`config.mk`:
```
export PLATFORM = sky130hd
export DESIGN_NAME = max_stream_ctrl
export DESIGN_NICKNAME = d
export VERILOG_FILES = /design/src/rtl/max_stream_ctrl.sv
export SDC_FILE = /design/constraint.sdc
export NUM_CORES = 1
export LEC_CHECK = 0
export BUFFER_PORTS_ARGS = -buffer_cell sky130_fd_sc_hd__buf_2
export CAP_MARGIN = 20
export CORE_MARGIN = 3
export CORE_UTILIZATION = 25
export CTS_CLUSTER_DIAMETER = 80
export DETAILED_ROUTE_END_ITERATION = 16
export PLACE_DENSITY = 0.41
export SYNTH_ARGS = -nofsm -noshare
export SYNTH_HDL_FRONTEND = slang
export SYNTH_SLANG_ARGS = --single-unit
```
`constraint.sdc`:
```
create_clock -name clk -period 4.55 [get_ports clk]
set_input_delay 0.455 -clock clk [delete_from_list [all_inputs] [get_ports clk]]
set_output_delay 0.455 -clock clk [all_outputs]
set_load 0.01 [all_outputs]
```
`src/rtl/max_stream_ctrl.sv`:
```
// rtl/max_stream_ctrl.sv - per-frame running max/argmax over a valid/ready word stream
// Define MAX_TIE_LAST_EN to let equal words replace the stored max (latest position wins).
module max_stream_ctrl #(
  parameter int WIDTH     = 3,
  parameter int FRAME_LEN = 8,
  parameter int IDX_W     = 3
) (
  input  logic             clk,
  input  logic             rst,
  input  logic             in_valid,
  output logic             in_ready,
  input  logic [WIDTH-1:0] in_data,
  input  logic             in_last,
  output logic             out_valid,
  input  logic             out_ready,
  output logic [WIDTH-1:0] out_max,
  output logic [IDX_W-1:0] out_idx
);

  localparam int CNT_W = IDX_W + 1;
  localparam logic [CNT_W-1:0] LAST_SLOT = CNT_W'(FRAME_LEN - 1);

  typedef enum logic [1:0] {
    IDLE  = 2'd0,
    ACCUM = 2'd1,
    HOLD  = 2'd2
  } state_t;

  state_t             state_q, state_d;
  logic [WIDTH-1:0]   max_q, max_d;
  logic [IDX_W-1:0]   idx_q, idx_d;
  logic [CNT_W-1:0]   cnt_q, cnt_d;
  logic               in_ready_q, in_ready_d;
  logic               out_valid_q, out_valid_d;
  logic [WIDTH-1:0]   out_max_q, out_max_d;
  logic [IDX_W-1:0]   out_idx_q, out_idx_d;

  logic accept;
  logic take;
  logic replace;
  logic frame_end;

  assign accept = in_valid & in_ready_q;
  assign take   = out_valid_q & out_ready;

  // The single shared compare/select slice.
`ifdef MAX_TIE_LAST_EN
  assign replace = (in_data >= max_q);
`else
  assign replace = (in_data > max_q);
`endif

  assign frame_end = in_last | (cnt_q == LAST_SLOT);

  always_comb begin
    state_d     = state_q;
    max_d       = max_q;
    idx_d       = idx_q;
    cnt_d       = cnt_q;
    in_ready_d  = in_ready_q;
    out_valid_d = out_valid_q;
    out_max_d   = out_max_q;
    out_idx_d   = out_idx_q;

    case (state_q)
      IDLE: begin
        if (accept) begin
          max_d = in_data;
          idx_d = '0;
          cnt_d = CNT_W'(1);
          if (in_last) begin
            state_d     = HOLD;
            in_ready_d  = 1'b0;
            out_valid_d = 1'b1;
            out_max_d   = in_data;
            out_idx_d   = '0;
          end else begin
            state_d = ACCUM;
          end
        end
      end

      ACCUM: begin
        if (accept) begin
          cnt_d = cnt_q + CNT_W'(1);
          if (replace) begin
            max_d = in_data;
            idx_d = cnt_q[IDX_W-1:0];
          end
          // Result registers are loaded straight from the select outcome so
          // out_valid can rise the cycle after the final accept.
          if (frame_end) begin
            state_d     = HOLD;
            in_ready_d  = 1'b0;
            out_valid_d = 1'b1;
            out_max_d   = replace ? in_data : max_q;
            out_idx_d   = replace ? cnt_q[IDX_W-1:0] : idx_q;
          end
        end
      end

      HOLD: begin
        if (take) begin
          state_d     = IDLE;
          in_ready_d  = 1'b1;
          out_valid_d = 1'b0;
          cnt_d       = '0;
        end
      end

      default: begin
        state_d     = IDLE;
        in_ready_d  = 1'b1;
        out_valid_d = 1'b0;
        cnt_d       = '0;
      end
    endcase
  end

  always_ff @(posedge clk) begin
    if (rst) begin
      state_q     <= IDLE;
      max_q       <= '0;
      idx_q       <= '0;
      cnt_q       <= '0;
      in_ready_q  <= 1'b1;
      out_valid_q <= 1'b0;
      out_max_q   <= '0;
      out_idx_q   <= '0;
    end else begin
      state_q     <= state_d;
      max_q       <= max_d;
      idx_q       <= idx_d;
      cnt_q       <= cnt_d;
      in_ready_q  <= in_ready_d;
      out_valid_q <= out_valid_d;
      out_max_q   <= out_max_d;
      out_idx_q   <= out_idx_d;
    end
  end

  assign in_ready  = in_ready_q;
  assign out_valid = out_valid_q;
  assign out_max   = out_max_q;
  assign out_idx   = out_idx_q;

endmodule

```
==> impl_metrics.json, run 1 <==
{
  "yosys_most_used_dff": "dfxtp_1",
  "min_path_type": "reg2reg",
  "end_kind": "flop",
  "cp-start-kind": "flop",
  "drtAntennaViolNets": 0,
  "cts_buffers": 3,
  "io_pins": 16,
  "timing.rr.end": "out_idx[1]",
  "ir_worst_vdd_mv": 0.150,
  "p_leak_nw": 0.464,
  "r2r_slack_ns": 2.74,
  "cp.required_ns": 4.71,
  "portBuffers": 15,
  "clkSlewWorstSetupHoldPaths_ns": 0.07,
  "num_vias": 808,
  "holdBufCountCts": 0,
  "postCtsSetupBuffers": 0,
  "final_area_um2": 1160,
  "drv_slew": 0,
  "root_buffer": "clkbuf_8",
  "yosysSeqAreaShare": 0.395,
  "yosys-top-cells-area": "dfxtp_1 39%, mux2i_1 9.9%, nand3b_1 5.2%",
  "start_util": 0.267,
  "gp_congestion": 0.665,
  "worst_pin_slew_ns": 0.636,
  "ys_warn_count": 0,
  "via_per_inst": 4.78,
  "cts.sinks": 20,
  "die_w_um": 69.7,
  "path_cells": "ha_1 -> and4b_1 -> nor2_1 -> or2_0 -> nand3b_1 -> o41ai_2",
  "maxCapViolations": 0,
  "final_net_count": 135,
  "hold_viol": 0,
  "async_flop_share": 0,
  "maxSlewHeadroom": 0.576,
  "slowest_delay_ns": 0.53,
  "clk_latency_ns": 0.25,
  "n_fill_cell": 417,
  "finalCritPeriodShare": 0.399,
  "grt_pass1_wl_um": 3680,
  "cts.path.max_buffers": 2,
  "first_iter_violations": 8,
  "groute.usage.overall": 0.0933,
  "min_from": "cnt_q[3]",
  "htreeDepth": 1,
  "wl_per_cell_um": 12.4,
  "fin_setup_tns_ns": 0,
  "dieArea_um2": 4860,
  "drc": 0,
  "hold_path_depth": 2,
  "post_cts_resized": 0,
  "cts_tree": "done",
  "grt_pass1_vias": 824,
  "rsz0062_at_grt": "no",
  "antenna_found_initial": 0,
  "synth.most_common_cell": "dfxtp_1",
  "whs_endpoint": "cnt_q[3]",
  "netlist.area_leader.share": 0.395,
  "synth_edf_count": 0,
  "netlist_area_um2": 1010,
  "overflow": 0,
  "crit_type": "reg2reg",
  "cp.arrival_ns": 1.97,
  "synth_cell_types": 26,
  "syn_inst": 109,
  "synthTopCellsByCount": "20 x dfxtp_1, 11 x nor2_1, 10 x mux2i_1",
  "status": "finished, final reports clean",
  "placed_area_um2": 1120,
  "fin_crit_ns": 1.81,
  "grt_start_max_net_pins": 30,
  "multi_input_area_um2": 569,
  "seq_area_um2": 400,
  "finClkSkew_ns": 0.00437,
  "drt-pass1-iter-count": 4,
  "fmax_ghz": 0.551,
  "die_h_um": 69.7,
  "worstPathMaxFanout": 9,
  "core_area_um2": 3800,
  "cp_slowest_cell": "or2_0",
  "place_hpwl_um": 1480,
  "rr_startpoint": "cnt_q[0]",
  "rows": 22,
  "drive_above_1_share": 0.198,
  "r2r_cells": 6,
  "antenna_cells": 0,
  "area_delta_synth_final_pct": 14.8,
  "yosysTopAreaCell": "dfxtp_1",
  "cellPowerDensity_nw_per_um2": 319,
  "synth_area_per_cell_um2": 9.31,
  "synth_seq_cells": 20,
  "synth.net_count": 121,
  "wirelength_um": 2090,
  "setup_viol": 0
}
[cell type report]
cell class	count	area share
Clock buffer	3	0.0354
Multi-Input combinational cell	78	0.489
Sequential cell	20	0.344
Tap cell	48	0.0516
Timing Repair Buffer	15	0.0644
Inverter	5	0.0161
[registers in the layout, indices dropped and copies added (netlist names)]
signal / flops
state_q: 2
idx_q: 3
out_valid: 1
cnt_q: 4
max_q: 3
in_ready: 1
out_max: 3
out_idx: 3
[metal layers]
metal / part of all wire / GRT usage
met1: 0.50 / 0.112
met2: 0.46 / 0.154
met3: 0.032 / 0.0348
met4: 0.011 / 0.0319
met5: 0 / 0
[worst max-delay path by stage]
stage | to | slack [ns] | cells after the start | start
3_5_place_dp | out_max[1] | 2.53 | 7 | in_data[1]
5_1_grt | in_ready | 2.50 | 6 | cnt_q[0]
6_report | out_idx[1] | 2.74 | 6 | cnt_q[0]
3_3_place_gp | out_max[1] | 2.54 | 7 | in_data[1]
2_1_floorplan | out_max[0] | 2.80 | 6 | in_data[1]
4_1_cts | in_ready | 2.70 | 6 | cnt_q[0]
[cell families (layout without fill, tap and decap cells)]
logic type,count (synthesis),in the layout,share of synthesized area
compound gates,25,25,0.192
buf+inv,11,23,0.0444
simple gates,39,39,0.221
mux,10,10,0.0986
flops,20,20,0.395
fa+ha+maj,4,4,0.0493
[power by group]
group	switching, mW	internal (mW)	leakage [nW]
registers	0.00712	0.184	0.163
logic	0.0404	0.0270	0.279
clock network	0.0548	0.0588	0.0216
[cells in the final DEF (no fill, tap or decap), types with 2 or more instances in the layout]
master	n
a211oi_1	3
a21oi_1	9
buf_2	15
clkbuf_8	3
dfxtp_1	20
ha_1	4
inv_1	5
mux2i_1	10
nand2b_1	8
nand3_1	2
nand3b_1	7
nor2_1	11
nor2b_1	2
nor3_1	2
o21ai_0	4
o41ai_1	3
o41ai_2	3
or4_1	2
[worst max-delay path: cells and delay by family, from the launching register on]
kind,cells,cell delay [ns]
flops,1,0.36
simple gates,4,1.04
fa+ha+maj,1,0.24
compound gates,1,0.08
[stage by stage]
step / hold WS (ns) / util / worst slack (ns) / power [mW] / cells
3_3_place_gp: 0.469 / 0.296 / 2.54 / 0.262 / 166
5_1_grt: 0.495 / 0.307 / 2.50 / 0.394 / 169
3_5_place_dp: 0.470 / 0.296 / 2.53 / 0.263 / 166
2_1_floorplan: 0.453 / - / 2.80 / 0.246 / 109
4_1_cts: 0.480 / 0.307 / 2.70 / 0.380 / 169
6_report: 0.488 / 0.307 / 2.74 / 0.372 / 169
Note: power is estimated with default switching activity, not from simulation.
==> run 2: changes to the inputs <==
--- a/config.mk
+++ b/config.mk
@@ -11,7 +11,7 @@
 export CORE_UTILIZATION = 25
 export CTS_CLUSTER_DIAMETER = 80
 export DETAILED_ROUTE_END_ITERATION = 16
-export PLACE_DENSITY = 0.41
+export PLACE_DENSITY = 0.42
 export SYNTH_ARGS = -nofsm -noshare
 export SYNTH_HDL_FRONTEND = slang
 export SYNTH_SLANG_ARGS = --single-unit
==> constraint.sdc (replaced) <==
create_clock -name clk -period 1.6 [get_ports clk]
set_input_delay 0.16 -clock clk [delete_from_list [all_inputs] [get_ports clk]]
set_output_delay 0.16 -clock clk [all_outputs]
set_load 0.01 [all_outputs]
==> run 2 against run 1 <==
Compared with the run above:
- the run now ends with negative setup slack left
- cell area increased by 14%
- sequential share of layout area is 4.1 points lower
- via count grew 6.7%
- sequential power grew to 2.8 times the previous value
- final cell count is 8.3% higher
- die area did not move
- clock-buffer cell count rose by 1
- combinational power rose to 3.8 times the previous value
- clock skew is 0.00095 ns lower
- largest power group unchanged
==> impl_metrics.json, run 2 (synthesized netlist as in run 1, its figures left out) <==
{
  "status": "finished with violations",
  "violations": "negative setup slack",
  "route.met3.wl_um": 76,
  "cp.arrival_ns": 1.78,
  "cellPowerDensity_nw_per_um2": 887,
  "setup_ws_ns": -0.0561,
  "final_net_count": 148,
  "cp.required_ns": 1.73,
  "num_vias": 862,
  "drt-pass1-iter-count": 4,
  "ir_worst_vdd_mv": 0.252,
  "grt_pass1_wl_um": 3930,
  "rr_startpoint": "max_q[1]",
  "root_buffer": "clkbuf_8",
  "layout_commonest_cell": "dfxtp_1",
  "place_hpwl_um": 1620,
  "placedCellCount": 177,
  "cts_tree": "done",
  "gp_congestion": 0.671,
  "drv_slew": 0,
  "end_kind": "flop",
  "largest_reg_flops": 4,
  "start_util": 0.267,
  "fmax_ghz": 0.604,
  "cp-start-kind": "flop",
  "rsz0062_at_grt": "yes",
  "min_path_type": "in2reg",
  "wl_met2_um": 1080,
  "final_cell_count_no_fill": 183,
  "overflow": 0,
  "htreeDepth": 1,
  "worst_pin_slew_ns": 0.496,
  "dieArea_um2": 4860,
  "postLayoutCoreUtil": 0.350,
  "io_pins": 16,
  "holdBufCountCts": 0,
  "wirelength_um": 2260,
  "hold_viol": 0,
  "timing.rr.end": "out_max[1]",
  "maxCapViolations": 0,
  "rows": 22,
  "core_area_um2": 3800,
  "setup_viol": 12,
  "clk_latency_ns": 0.26,
  "hold_path_depth": 3,
  "crit_type": "reg2reg",
  "drive_above_1_share": 0.363,
  "fin_setup_tns_ns": -0.354,
  "finClkSkew_ns": 0.00342,
  "maxSlewHeadroom": 0.669,
  "met1_length_um": 1070,
  "via_per_inst": 4.71,
  "worstPathMaxFanout": 4,
  "antenna_cells": 0,
  "p_leak_nw": 0.545,
  "first_iter_violations": 22,
  "drc": 0,
  "die_w_um": 69.7,
  "r2r_slack_ns": -0.06,
  "area_delta_synth_final_pct": 31.2,
  "drtAntennaViolNets": 0,
  "top_layer_used": "met4",
  "cts.sinks": 20,
  "top_register": "cnt_q",
  "min_from": "in_data[0]",
  "whs_endpoint": "max_q[0]",
  "finalCritPeriodShare": 1.04,
  "fin_crit_ns": 1.66,
  "r2r_cells": 7,
  "antenna_found_initial": 0,
  "die_h_um": 69.7,
  "final_cell_mix": "18 x dfxtp_1, 15 x buf_2, 13 x buf_4, 10 x nor2_1, 9 x a21oi_1",
  "portBuffers": 15,
  "cts.path.max_buffers": 2,
  "groute.usage.overall": 0.101,
  "grt_start_max_net_pins": 30,
  "cts_buffers": 3,
  "clkSlewWorstSetupHoldPaths_ns": 0.07,
  "wl_per_cell_um": 12.4,
  "grt_pass1_vias": 843
}
## run 2: changes by cell type in the layout (fill, tap and decap cells not counted), sizes merged
cell | before | now
buf | 15 | 28
clkbuf | 3 | 4
## run 2: what timing repair did
action,4_1_cts,5_1_grt
pin swaps,3,0
setup buffers,0,2
resized for setup,7,5
setup endpoints to repair,12,13
## run 2: metrics by stage
stage	setup slack [ns]	instance area, um^2	power, mW	hold slack [ns]
2_1_floorplan	-0.00688	1020	0.700	0.308
6_report	-0.0561	1330	1.18	0.183
3_5_place_dp	-0.141	1210	0.779	0.454
5_1_grt	-0.163	1330	1.26	0.205
3_3_place_gp	-0.129	1210	0.775	0.453
4_1_cts	-0.0696	1290	1.19	0.169
## run 2: how the worst max path moves through the flow
stage | endpoint | startpoint | slack [ns] | cells after the start
6_report | out_max[1] | max_q[1] | -0.06 | 7
5_1_grt | idx_q[2] | max_q[1] | -0.16 | 7
4_1_cts | out_max[1] | max_q[1] | -0.07 | 7
3_5_place_dp | out_max[1] | max_q[1] | -0.14 | 7
3_3_place_gp | out_max[1] | max_q[1] | -0.13 | 7
2_1_floorplan | out_max[0] | max_q[1] | -0.007 | 7
## run 2: worst max-delay path, stage by stage, from the launching register on
cell	delay, ns
dfxtp_2	0.34
inv_2	0.05
ha_4	0.21
nor2b_4	0.12
o31a_1	0.29
a21oi_4	0.21
mux2i_1	0.23
a211oi_1	0.10
## run 2: cell type report
class,instances,area [um^2]
Inverter,5,18.8
Clock buffer,4,55.1
Sequential cell,20,403
Timing Repair Buffer,28,173
Fill cell,400,2470
Tap cell,48,60.1
Multi-Input combinational cell,78,622
## run 2: report_power, final
part	total [mW]	leakage [nW]	internal, mW	switching (mW)
sequential	0.538	0.164	0.523	0.0151
clock	0.385	0.0288	0.219	0.166
combinational	0.258	0.353	0.121	0.137
## run 2: per-layer routing
layer,GRT usage,vias to the layer above
li1,-,443
met1,0.120,404
met2,0.169,10
met3,0.0261,5
met4,0.0447,0
met5,0,-
